### src/rtl/piece_queue.sv
// Preview queue of tetromino IDs fed by the free-running randomizer, with anti-repeat dealing.
// Define PIECE_QUEUE_BAG_EN to replace anti-repeat with 7-bag dealing.
module piece_queue #(
  parameter int DEPTH = 3
) (
  input  logic                   clk,
  input  logic                   rst,
  input  logic [2:0]             random_in,
  input  logic                   pop,
  output logic [2:0]             piece,
  output logic                   piece_valid,
  output logic [3*(DEPTH-1)-1:0] preview,
  output logic                   full,
  output logic [3:0]             count
);

  localparam logic [3:0] DEPTH_C = 4'(DEPTH);

  logic [2:0] q     [DEPTH];
  logic [2:0] q_nxt [DEPTH];
  logic [3:0] cnt, cnt_nxt;
  logic [2:0] last_enq;
  logic [2:0] cand;
  logic       pop_ok, enq;
  int         wr_idx;

  function automatic logic [2:0] map_zero(input logic [2:0] r);
    map_zero = (r == 3'd0) ? 3'd1 : r;
  endfunction

  function automatic logic [2:0] next_id(input logic [2:0] id);
    next_id = (id == 3'd7) ? 3'd1 : id + 3'd1;
  endfunction

`ifdef PIECE_QUEUE_BAG_EN
  logic [6:0] used, used_set;

  // First ID not yet dealt in this bag, searching upward from s with 7 wrapping to 1.
  function automatic logic [2:0] bag_pick(input logic [2:0] s, input logic [6:0] u);
    logic [2:0] id;
    logic       found;
    bag_pick = s;
    found    = 1'b0;
    id       = s;
    for (int k = 0; k < 7; k++) begin
      if (!found && !u[id - 3'd1]) begin
        bag_pick = id;
        found    = 1'b1;
      end
      id = next_id(id);
    end
  endfunction

  assign cand     = bag_pick(map_zero(random_in), used);
  assign used_set = used | (7'd1 << (cand - 3'd1));

  always_ff @(posedge clk) begin
    if (rst)
      used <= 7'd0;
    else if (enq)
      used <= (used_set == 7'h7f) ? 7'd0 : used_set;
  end
`else
  function automatic logic [2:0] anti_repeat(input logic [2:0] s, input logic [2:0] last);
    anti_repeat = (s == last) ? next_id(s) : s;
  endfunction

  assign cand = anti_repeat(map_zero(random_in), last_enq);
`endif

  assign pop_ok = pop && (cnt != 4'd0);
  assign enq    = (cnt < DEPTH_C) || pop_ok;
  assign wr_idx = int'(cnt) - (pop_ok ? 1 : 0);

  // Shift on pop, then drop the new candidate into the first free slot.
  always_comb begin
    q_nxt = q;
    if (pop_ok) begin
      for (int i = 0; i < DEPTH - 1; i++)
        q_nxt[i] = q[i+1];
      q_nxt[DEPTH-1] = 3'd0;
    end
    if (enq) begin
      for (int i = 0; i < DEPTH; i++)
        if (i == wr_idx)
          q_nxt[i] = cand;
    end
    cnt_nxt = cnt + {3'd0, enq} - {3'd0, pop_ok};
  end

  always_ff @(posedge clk) begin
    if (rst) begin
      for (int i = 0; i < DEPTH; i++)
        q[i] <= 3'd0;
      cnt      <= 4'd0;
      last_enq <= 3'd0;
    end else begin
      q   <= q_nxt;
      cnt <= cnt_nxt;
      if (enq)
        last_enq <= cand;
    end
  end

  always_comb begin
    preview = '0;
    for (int k = 1; k < DEPTH; k++)
      preview[3*k-3 +: 3] = q[k];
  end

  assign piece       = q[0];
  assign piece_valid = (cnt != 4'd0);
  assign full        = (cnt == DEPTH_C);
  assign count       = cnt;

endmodule

### config.mk
export PLATFORM = sky130hd
export DESIGN_NAME = piece_queue
export DESIGN_NICKNAME = d
export VERILOG_FILES = /design/src/rtl/piece_queue.sv
export SDC_FILE = /design/constraint.sdc
export NUM_CORES = 1
export LEC_CHECK = 0
export ABC_CLOCK_PERIOD_IN_PS = 2500
export CORE_MARGIN = 8
export CORE_UTILIZATION = 45
export DETAILED_ROUTE_END_ITERATION = 10
export PLACE_DENSITY = 0.75
export SYNTH_ARGS = -nofsm -noshare
export SYNTH_HDL_FRONTEND = slang
export SYNTH_SLANG_ARGS = --single-unit
### constraint.sdc
create_clock -name clk -period 2.5 [get_ports clk]
set_input_delay 0.5 -clock clk [delete_from_list [all_inputs] [get_ports clk]]
set_output_delay 0.5 -clock clk [all_outputs]
set_load 0.05 [all_outputs]
==> results of run 1 <==
==> routing by layer <==
layer | GRT usage | vias up
met1 | 0.141 | 444
met2 | 0.234 | 10
met3 | 0.0265 | 5
li1 | - | 471
met5 | 0 | -
met4 | 0.0513 | 0
==> worst paths after layout <==
kind               from          end  slack, ns  cells after the start
max            count[2]  piece_valid       0.07                      2
min          preview[5]   preview[5]       0.54                      2
max reg2reg    count[2]   preview[3]       0.09                     10
min reg2reg  preview[5]   preview[5]       0.54                      2
==> sequential cells by signal, summed over array words and instances, names as in the netlist <==
| name | flops |
|---|---|
| piece | 3 |
| count | 4 |
| preview | 6 |
| last_enq | 3 |
==> stage by stage <==
stage / instance area (um2) / worst slack (ns)
after floorplan: 1040 / -0.0923
after CTS: 1400 / 0.0382
after global routing: 1430 / 0.00602
after global placement: 1350 / -0.00977
after detailed placement: 1350 / -0.107
final: 1430 / 0.0748
==> final cells by class <==
class / count / area, um2 / area share
clock buffer: 4 / 36.3 / 0.0253
inverter: 5 / 23.8 / 0.0166
timing repair buffer: 34 / 305 / 0.213
multi-input combinational: 87 / 702 / 0.490
sequential: 16 / 330 / 0.231
tap: 28 / 35.0 / 0.0245
==> logic make-up (layout without fill, tap and decap cells) <==
| logic type | after synthesis | in the layout | share of synthesized area |
|---|---|---|---|
| compound gates | 26 | 26 | 0.210 |
| xor+xnor | 4 | 4 | 0.0350 |
| fa+ha+maj | 8 | 8 | 0.105 |
| buf+inv | 9 | 43 | 0.0375 |
| flops | 16 | 16 | 0.320 |
| mux | 5 | 5 | 0.0525 |
| other cells | 1 | 1 | 0.00375 |
| simple gates | 43 | 43 | 0.236 |
==> power groups by stage <==
stage / Combinational [mW] / Sequential (mW) / Clock (mW)
after floorplan: 0.616 / 0.665 / 0
after global placement: 1.21 / 0.420 / 0
after detailed placement: 1.23 / 0.423 / 0
after CTS: 1.26 / 0.418 / 0.182
after global routing: 1.41 / 0.421 / 0.192
final: 1.32 / 0.410 / 0.178
==> critical path, delay by kind of cell (launching register included) <==
kind | cells | cell delay (ns)
buf+inv | 1 | 0.72
flops | 1 | 0.36
simple gates | 1 | 0.55
==> cells in the final DEF, fill, tap and decap left out, types with 2 or more instances in the layout <==
master | netlist | layout
clkdlybuf4s50_1 | 0 | 20
buf_4 | 0 | 14
dfxtp_1 | 16 | 12
a211oi_1 | 11 | 11
nor2_1 | 9 | 8
nand2_1 | 6 | 6
nor3_1 | 6 | 6
and2_1 | 5 | 5
inv_1 | 4 | 4
xor2_1 | 4 | 4
nand2b_1 | 4 | 4
a21o_1 | 4 | 4
ha_1 | 6 | 4
nand3_1 | 3 | 3
mux2i_1 | 3 | 3
nor2b_1 | 3 | 3
clkbuf_4 | 0 | 3
a221oi_2 | 3 | 2
ha_4 | 0 | 2
dfxtp_2 | 0 | 2
dfxtp_4 | 0 | 2
==> repair_timing <==
action	in CTS	in global routing
gates resized for setup	1	3
pin swaps	0	4
setup buffers	0	2
setup endpoints to repair	1	4
==> metrics.cfg, run 1 <==
[power_and_ir_drop]
switchingPower_mw=0.917
p_int_mw=0.988
p_comb_frac=0.691
power.density_nw_per_um2=1330
p_leak_nw=0.581
total_power_mw=1.91
switching_share=0.481
pwr-share-seq=0.215
peakVddDrop_uv=802
clock_power_share=0.093

[timing]
finalCritPeriodShare=0.970
fin_setup_tns_ns=0
finalSetupViolCount=0
max_freq_mhz=412
rsz0062_at_grt=no
fin_skew_ns=0.00240
max_slew_margin=0.661
finalHoldWorstSlack_ns=0.545
tightest_slew_ns=0.507
period_minus_slack_ns=2.43
hold_viol_final=0
finalMaxSlewViolations=0

[routing]
routed_wirelength_um=2570
routed.top_layer=met4
drc=0
route.met3.wl_um=53
drt-met1-wl_um=1160
drt_iter0_drc=29
drt-pass1-iter-count=4
drtAntennaViolNets=0
via_count=930
wl_per_cell_um=14.7
met2WireLength_um=1310
vias_per_cell=5.34

[die]
initial_core_util=0.466
num_io_pins=21
die-area_um2=3990
chipHeight_um=63.2
rows=17
fp.dieW_um=63.2
core_um2=2150

[final_layout]
stdcell_count=174
antenna-diode-count=0
syn_to_final_growth_pct=43.1
drive_gt1_frac=0.240
finish.utilization=0.667
nFillCells=176
final_nets=160

[synth]
yosysWarnings=0
ys_types=37
syn_inst=112
synthesis.nets=125
synth-seq-cells=16
synth_area_leader_cell=dfxtp_1
syn_avg_cell_area_um2=8.94
synth_top_area_share=0.320
yosysMostFrequentCell=dfxtp_1
async_reset_ff_frac=0
ys_top_cells_by_area=dfxtp_1 32%, a211oi_1 8.3%, ha_1 7.5%
synth_commonest_cells=16 x dfxtp_1, 11 x a211oi_1, 9 x nor2_1
syn_area_um2=1000
yosysSeqAreaShare=0.320
synth_edf_count=0
synth_flop_cell=dfxtp_1

[global_route]
grt_pass1_wl_um=4260
overflow=0
antenna_found_initial=0
grt_max_degree=14
grt_pass1_vias=928
grt.total_usage=0.129

[worst_setup_path]
end_kind=primary output
worstSetupPathType=reg -> out
crit_slowest_cell=clkdlybuf4s50_1
slowest_delay_ns=0.72
startpoint_type=flop
path_cells=or4_4, clkdlybuf4s50_1
crit_arrival_ns=1.93
cp_data_required_time_ns=2.00
cp_max_fo=2

[cts]
clock_latency_ns=0.30
cts-buffers-inserted=3
cts_tree=built
cts_root_buffer=clkbuf_4
clk_pin_slew_ns=0.10
clock_path_buffers=2
postCtsHoldBufs=0
cts.sinks=16
cts-htree-levels=1

[place]
io_buffers=20
place_congestion=0.844
place_inst=168
dp_hpwl_um=1940

[outcome]
status=finished, final reports clean

[min_path]
min_path_type=reg -> reg

[flow_run]
drv_cap=0

(Power assumes the default switching activity.)
==> run 2: changes to the inputs <==
Settings changed: CTS_CLUSTER_SIZE from default to 10.
==> results of run 2 <==
Final layout, timing and power as in run 1 (identical DEF).
